## src/rtl/wash_controller_param_if.sv

```systemverilog
`default_nettype none
// +----------------------------------------------------------------------------+
// | Module      : wash_controller_param_if                                     |
// | Description : Panel/sensor inputs and actuator outputs of the parametrised |
// |               washing-machine sequencer, bundled as one interface.         |
// |               master : panel/sensor side (drives requests and sensors)     |
// |               slave  : sequencer side (drives actuators and status)        |
// |   Inputs to sequencer : start, door_close, filled, drained,                |
// |                         detergent_added, pause                             |
// |   Outputs from it     : door_lock, motor_on, fill_valve_on,                |
// |                         drain_valve_on, soap_wash, rinse_count[RC_W],      |
// |                         done, error                                        |
// | Revision    : 1.0 - initial release                                        |
// +----------------------------------------------------------------------------+
interface wash_controller_param_if #(
  parameter int RC_W = 2
) ();
  logic            start;
  logic            door_close;
  logic            filled;
  logic            drained;
  logic            detergent_added;
  logic            pause;
  logic            door_lock;
  logic            motor_on;
  logic            fill_valve_on;
  logic            drain_valve_on;
  logic            soap_wash;
  logic [RC_W-1:0] rinse_count;
  logic            done;
  logic            error;

  modport master (
    output start, door_close, filled, drained, detergent_added, pause,
    input  door_lock, motor_on, fill_valve_on, drain_valve_on, soap_wash,
           rinse_count, done, error
  );

  modport slave (
    input  start, door_close, filled, drained, detergent_added, pause,
    output door_lock, motor_on, fill_valve_on, drain_valve_on, soap_wash,
           rinse_count, done, error
  );
endinterface
`default_nettype wire

```

## src/rtl/wash_controller_param.sv

```systemverilog
`default_nettype none
// +----------------------------------------------------------------------------+
// | Module      : wash_controller_param                                        |
// | Description : Parametrised washing-machine sequencer. Soap pass followed   |
// |               by NUM_RINSES rinse passes and a final spin, with internal   |
// |               agitate/spin timers, pause, fill/drain watchdogs and a       |
// |               sticky fault state.                                          |
// |   clk   : rising-edge clock                                                |
// |   reset : asynchronous, active-low reset                                   |
// |   bus   : slave modport of wash_controller_param_if (sensors in,           |
// |           actuators/status out)                                            |
// | Revision    : 1.0 - initial release                                        |
// +----------------------------------------------------------------------------+
module wash_controller_param #(
  parameter int WASH_CYCLES  = 16,
  parameter int SPIN_CYCLES  = 8,
  parameter int NUM_RINSES   = 2,
  parameter int FILL_TIMEOUT = 32,
  parameter int CNT_W        = 8,
  parameter int RC_W         = 2
) (
  input  logic                   clk,
  input  logic                   reset,
  wash_controller_param_if.slave bus
);

  typedef enum logic [2:0] {
    S_IDLE      = 3'd0,
    S_FILL      = 3'd1,
    S_DETERGENT = 3'd2,
    S_AGITATE   = 3'd3,
    S_DRAIN     = 3'd4,
    S_SPIN      = 3'd5,
    S_DONE      = 3'd6,
    S_FAULT     = 3'd7
  } state_t;

  localparam logic [CNT_W-1:0] c_wash_last = CNT_W'(WASH_CYCLES - 1);
  localparam logic [CNT_W-1:0] c_spin_last = CNT_W'(SPIN_CYCLES - 1);
  localparam logic [CNT_W-1:0] c_wdog_last = CNT_W'(FILL_TIMEOUT - 1);
  localparam logic [CNT_W-1:0] c_cnt_one   = CNT_W'(1);
  localparam logic [RC_W-1:0]  c_rinses    = RC_W'(NUM_RINSES);
  localparam logic [RC_W-1:0]  c_rc_one    = RC_W'(1);

  state_t            r_state;
  state_t            w_state_next;
  logic [CNT_W-1:0]  r_timer;
  logic [RC_W-1:0]   r_rinse_count;
  logic [RC_W-1:0]   w_rc_next;
  logic              w_locked;
  logic              w_timer_frozen;
  logic              w_door_lock;
  logic              w_motor_on;
  logic              w_fill_valve_on;
  logic              w_drain_valve_on;
  logic              w_soap_wash;
  logic              w_done;
  logic              w_error;

  // State, timer and pass index. The timer saturates rather than wrapping so
  // that long stays in the untimed states can never alias a limit value.
  always_ff @(posedge clk or negedge reset) begin
    if (!reset) begin
      r_state       <= S_IDLE;
      r_timer       <= '0;
      r_rinse_count <= '0;
    end else begin
      r_state       <= w_state_next;
      r_rinse_count <= w_rc_next;
      if (w_state_next != r_state) begin
        r_timer <= '0;
      end else if (!w_timer_frozen && (r_timer != '1)) begin
        r_timer <= r_timer + c_cnt_one;
      end
    end
  end

  always_comb begin
    w_state_next     = r_state;
    w_rc_next        = r_rinse_count;
    w_locked         = 1'b0;
    w_timer_frozen   = 1'b0;
    w_door_lock      = 1'b0;
    w_motor_on       = 1'b0;
    w_fill_valve_on  = 1'b0;
    w_drain_valve_on = 1'b0;
    w_soap_wash      = 1'b0;
    w_done           = 1'b0;
    w_error          = 1'b0;

    case (r_state)
      S_IDLE: begin
        if (bus.start && bus.door_close) begin
          w_state_next = S_FILL;
          w_rc_next    = '0;
        end
      end
      S_FILL: begin
        w_locked        = 1'b1;
        w_timer_frozen  = bus.pause;
        w_fill_valve_on = !bus.pause;
        w_soap_wash     = (r_rinse_count == '0);
        // A sensor hit wins over watchdog expiry in the same cycle; a paused
        // fill holds its watchdog as well as its timer.
        if (bus.filled) begin
          w_state_next = (r_rinse_count == '0) ? S_DETERGENT : S_AGITATE;
        end else if (!bus.pause && (r_timer == c_wdog_last)) begin
          w_state_next = S_FAULT;
        end
      end
      S_DETERGENT: begin
        w_locked    = 1'b1;
        w_soap_wash = (r_rinse_count == '0);
        if (bus.detergent_added) begin
          w_state_next = S_AGITATE;
        end
      end
      S_AGITATE: begin
        w_locked       = 1'b1;
        w_timer_frozen = bus.pause;
        w_motor_on     = !bus.pause;
        w_soap_wash    = (r_rinse_count == '0);
        if (!bus.pause && (r_timer == c_wash_last)) begin
          w_state_next = S_DRAIN;
        end
      end
      S_DRAIN: begin
        w_locked         = 1'b1;
        w_drain_valve_on = 1'b1;
        w_soap_wash      = (r_rinse_count == '0);
        if (bus.drained) begin
          if (r_rinse_count == c_rinses) begin
            w_state_next = S_SPIN;
          end else begin
            w_state_next = S_FILL;
            w_rc_next    = r_rinse_count + c_rc_one;
          end
        end else if (r_timer == c_wdog_last) begin
          w_state_next = S_FAULT;
        end
      end
      S_SPIN: begin
        w_locked         = 1'b1;
        w_timer_frozen   = bus.pause;
        w_drain_valve_on = 1'b1;
        w_motor_on       = !bus.pause;
        if (!bus.pause && (r_timer == c_spin_last)) begin
          w_state_next = S_DONE;
        end
      end
      S_DONE: begin
        w_done = 1'b1;
        if (!bus.start) begin
          w_state_next = S_IDLE;
        end
      end
      S_FAULT: begin
        w_error          = 1'b1;
        w_drain_valve_on = 1'b1;
      end
      default: begin
        w_state_next = S_IDLE;
      end
    endcase

    // An open door while the drum is locked overrides every other transition.
    if (w_locked && !bus.door_close) begin
      w_state_next = S_FAULT;
      w_rc_next    = r_rinse_count;
    end

    w_door_lock = w_locked || w_error;
  end

  assign bus.door_lock      = w_door_lock;
  assign bus.motor_on       = w_motor_on;
  assign bus.fill_valve_on  = w_fill_valve_on;
  assign bus.drain_valve_on = w_drain_valve_on;
  assign bus.soap_wash      = w_soap_wash;
  assign bus.rinse_count    = r_rinse_count;
  assign bus.done           = w_done;
  assign bus.error          = w_error;

endmodule
`default_nettype wire

```

## src/flat_wrapper.sv

```systemverilog
// flat-port wrapper written by rule: the top's interface ports become plain ports
module wash_controller_param_flat 
#(
  parameter int WASH_CYCLES  = 16,
  parameter int SPIN_CYCLES  = 8,
  parameter int NUM_RINSES   = 2,
  parameter int FILL_TIMEOUT = 32,
  parameter int CNT_W        = 8,
  parameter int RC_W         = 2
)
  (clk, reset, bus_start, bus_door_close, bus_filled, bus_drained, bus_detergent_added, bus_pause, bus_door_lock, bus_motor_on, bus_fill_valve_on, bus_drain_valve_on, bus_soap_wash, bus_rinse_count, bus_done, bus_error);
  wash_controller_param_if #(.RC_W(RC_W)) bus_i ();
  input  logic clk;
  input  logic reset;
  input wire logic [$bits(bus_i.start)-1:0] bus_start;
  input wire logic [$bits(bus_i.door_close)-1:0] bus_door_close;
  input wire logic [$bits(bus_i.filled)-1:0] bus_filled;
  input wire logic [$bits(bus_i.drained)-1:0] bus_drained;
  input wire logic [$bits(bus_i.detergent_added)-1:0] bus_detergent_added;
  input wire logic [$bits(bus_i.pause)-1:0] bus_pause;
  output wire logic [$bits(bus_i.door_lock)-1:0] bus_door_lock;
  output wire logic [$bits(bus_i.motor_on)-1:0] bus_motor_on;
  output wire logic [$bits(bus_i.fill_valve_on)-1:0] bus_fill_valve_on;
  output wire logic [$bits(bus_i.drain_valve_on)-1:0] bus_drain_valve_on;
  output wire logic [$bits(bus_i.soap_wash)-1:0] bus_soap_wash;
  output wire logic [$bits(bus_i.rinse_count)-1:0] bus_rinse_count;
  output wire logic [$bits(bus_i.done)-1:0] bus_done;
  output wire logic [$bits(bus_i.error)-1:0] bus_error;
  assign bus_i.start = bus_start;
  assign bus_i.door_close = bus_door_close;
  assign bus_i.filled = bus_filled;
  assign bus_i.drained = bus_drained;
  assign bus_i.detergent_added = bus_detergent_added;
  assign bus_i.pause = bus_pause;
  assign bus_door_lock = bus_i.door_lock;
  assign bus_motor_on = bus_i.motor_on;
  assign bus_fill_valve_on = bus_i.fill_valve_on;
  assign bus_drain_valve_on = bus_i.drain_valve_on;
  assign bus_soap_wash = bus_i.soap_wash;
  assign bus_rinse_count = bus_i.rinse_count;
  assign bus_done = bus_i.done;
  assign bus_error = bus_i.error;
  wash_controller_param #(.WASH_CYCLES(WASH_CYCLES), .SPIN_CYCLES(SPIN_CYCLES), .NUM_RINSES(NUM_RINSES), .FILL_TIMEOUT(FILL_TIMEOUT), .CNT_W(CNT_W), .RC_W(RC_W)) u_core (.clk(clk), .reset(reset), .bus(bus_i));
endmodule
```

## config.mk

```make
export PLATFORM = sky130hd
export DESIGN_NAME = wash_controller_param_flat
export DESIGN_NICKNAME = d
export VERILOG_FILES = /design/src/rtl/wash_controller_param_if.sv /design/src/rtl/wash_controller_param.sv /design/src/flat_wrapper.sv
export SDC_FILE = /design/constraint.sdc
export NUM_CORES = 1
export LEC_CHECK = 0
export CELL_PAD_IN_SITES_DETAIL_PLACEMENT = 1
export CELL_PAD_IN_SITES_GLOBAL_PLACEMENT = 2
export CORE_MARGIN = 4
export CORE_UTILIZATION = 31
export DETAILED_ROUTE_END_ITERATION = 12
export PLACE_DENSITY = 0.79
export REMOVE_ABC_BUFFERS = 1
export SLEW_MARGIN = 20
export SYNTH_ARGS = -nofsm -noshare
export SYNTH_HDL_FRONTEND = slang
export SYNTH_SLANG_ARGS = --single-unit
```

## constraint.sdc

```tcl
create_clock -name clk -period 2.95 [get_ports clk]
set_input_delay 0.59 -clock clk [delete_from_list [all_inputs] [get_ports clk]]
set_output_delay 0.59 -clock clk [all_outputs]
set_load 0.03 [all_outputs]
```

==> reports/qor.txt, run 1 <==
Row Count: 21
core footprint: 0.00334 mm^2
VDD IR max: 0.230 mV
first-pass GRT wire length: 5460 um
startpoint types: primary input
largest net degree at the start of global routing: 16
Hold Path Depth: 2
Area Growth Syn to Fin: 24.2%
syn avg cell area: 8.33 um^2
DRT Pass-1 Iters: 4
Yosys warnings: 0
ranking of synthesized cells by area: dfrtp_1, xnor2_1, nor4_1, ha_1, nand2b_1
cells after synthesis: 129
most common cell after layout, fill and taps aside: clkdlybuf4s50_1
RSZ-0062 raised after global routing: false
commonest cells after routing, fill and taps aside: clkdlybuf4s50_1, dfrtp_1, nor2_1, nor4_1
setup violators final: 0
Setup Fix Bufs, Post-CTS: 0
CTS tree: yes
DP Worst Slack: 0.0446 ns
CTS buffer count: 3
vias post-DR: 1072
final core area utilization: 0.400
Yosys reg bits: 13
Total Neg Setup Slack: 0 ns
width of the die: 66.9 um
DR WL/cell: 16.9 um
sw power: 583 uW
GRT Total Usage: 0.160
vias in the first global route: 1153
fmax: 370 MHz
Data arrival, critical path: 2.11 ns
CTS Buffer Depth: 2
share of layout cells above drive strength 1: 0.114
Post-Synth Simple-Gate Area: 0.331
Post-synth EDFFs: 0
final hold slack: 0.533 ns
DP Cell Count: 191
Worst Tran Pin Value: 0.721 ns
Worst Skew: 0.00781 ns
cell accounting for the most synthesized area: dfrtp_1
final net count: 161
Clock Tree Root: clkbuf_4
1st-iter DRT viols: 56
ant diodes: 0
DIE AREA: 0.00447 mm^2
post-synthesis cell type count: 46
later-pin clock latency in the skew report: 0.28 ns
Cell Count, Final, Fillers Out: 195
min setup slack post-route: 0.249 ns
Tcrit/Tclk final: 0.915
Adder-Cell Fraction of Synth Area: 0.0349
cts hold-fix bufs: 0
GP Congestion: 0.792
power per cell area: 894 mW/mm^2
filler instances: 424
Fin. Hold Viols: 0
Period minus WS final: 2.70 ns
Seq/Total Area, Yosys: 0.303
GR Overflow Total: 0
initial antenna violation count: 0
via/cell ratio: 5.50
R2R cell count: 5
hpwl dp: 2530 um
internal power: 611 uW
cts repair resizes: 0
Post-synth top flop: dfrtp_1
Slew Limit Fails: 0
Hold WC Path Type: reg -> reg
Pleak: 0.000533 uW
CP max FO: 5
htree depth: 1
top cell type's share of synthesized area: 0.303
Compound-Gate Fraction of Synth Area: 0.177
Die Y: 66.9 um
sequential share of power: 0.259
Clk pin slew, worst setup/hold paths: 0.08 ns
outcome: completed
max cap viols: 0
CTS sink cnt: 13
drt drc: 0
initial core utilization: 0.322
clock share of power: 0.094
Post-Route WL: 3290 um
post-synth design cell area: 0.00107 mm^2
multiplexer area fraction after synthesis: 0.0291
Switching Fraction: 0.488
IO Pins: 17
share of flip-flops with an asynchronous set or reset: 1.00
Setup crit end kind: output pin
Comb power frac: 0.647
IO Port Bufs: 16
Crit Path Class: in -> out
Worst Path Required: 2.36 ns
Final ANT Viol Nets: 0
relative slew slack: 0.520
combinational family with the most area after synthesis: simple AND/OR/NAND/NOR gates
xor/xnor share of the synthesized area: 0.0733
## Yosys cell counts (2+ instances only)
library cell  number
nor4_1            10
ha_1               3
nor3_1             4
inv_1              6
a31oi_1            2
nand2_1            7
nor2b_1            2
o22ai_1            2
and3_1             2
nand3_1            5
or3b_2             3
nand3b_1           2
nand2b_1           6
o21ai_0            5
and2_1             4
nor2_1            10
xnor2_1            8
dfrtp_1           13
mux2i_1            2
a21oi_1            2
or3_1              2
clkbuf_1           4
buf_1              2
## metrics by stage
stage / total power, uW / area [um^2]
finish: 1190 / 1340
global route: 1290 / 1340
CTS: 1210 / 1340
detailed placement: 1090 / 1310
global placement: 1060 / 1310
floorplan: 775 / 1040
## metal layers
layer / share of wire / track usage / vias up
li1: - / - / 516
met1: 0.44 / 0.189 / 528
met2: 0.50 / 0.282 / 22
met3: 0.039 / 0.0270 / 6
met4: 0.017 / 0.0633 / 0
met5: 0 / 0 / -
## kinds of logic after synthesis
logic type                 count (synthesis)
xor gates and xnor gates                   9
DFF                                       13
muxes                                      3
and+or+nand+nor                           62
adders and majority gates                  3
AOI/OAI and AO/OA                         26
buffers and inverters                     13
## path summary, 6_finish.rpt
kind / startpoint / end / slack, ns
worst max-delay path: bus_pause / bus_motor_on / 0.25
worst min-delay path: u_core.bus.rinse_count[0]$_DFFE_PN0P_ / u_core.bus.rinse_count[0]$_DFFE_PN0P_ / 0.53
worst max register to register: u_core.r_timer[4]$_DFFE_PN0P_ / u_core.r_timer[7]$_DFFE_PN0P_ / 0.31
worst min register to register: u_core.bus.rinse_count[0]$_DFFE_PN0P_ / u_core.bus.rinse_count[0]$_DFFE_PN0P_ / 0.53
max in group asynchronous: reset / u_core.r_timer[4]$_DFFE_PN0P_ / 1.80
min in group asynchronous: reset / u_core.r_state[0]$_DFF_PN0_ / 0.71
## registers in the layout, indices dropped and copies added, names as in the netlist
signal / flops
u_core.bus.rinse_count: 2
u_core.r_state: 3
u_core.r_timer: 8
## power groups by stage
stage / Clock (uW) / Sequential (uW) / Combinational [uW]
final: 112 / 309 / 772
after floorplan: 0 / 333 / 443
after CTS: 119 / 310 / 780
after global routing: 129 / 320 / 845
after detailed placement: 0 / 313 / 776
after global placement: 0 / 309 / 749
## worst max-delay path, stage by stage
cell             delay [ns]
clkdlybuf4s50_1        0.44
buf_4                  0.17
nor3b_1                0.20
clkdlybuf4s50_1        0.71
## final cells by class
| type | count | area, um^2 | share of cell area |
|---|---|---|---|
| multi-input cells | 103 | 693 | 0.519 |
| flip-flops and latches | 13 | 325 | 0.244 |
| clock buffers | 4 | 26.3 | 0.0197 |
| repair buffers | 23 | 210 | 0.157 |
| well taps | 46 | 57.6 | 0.0431 |
| inverters | 6 | 22.5 | 0.0169 |
No activity file was read; power rests on OpenSTA's default activity.
==> inputs of run 2 (changes only) <==
SETUP_SLACK_MARGIN = 0.15   (was default)
==> results of run 2 <==
No change in the layout: final DEF, timing and power equal those of run 1.
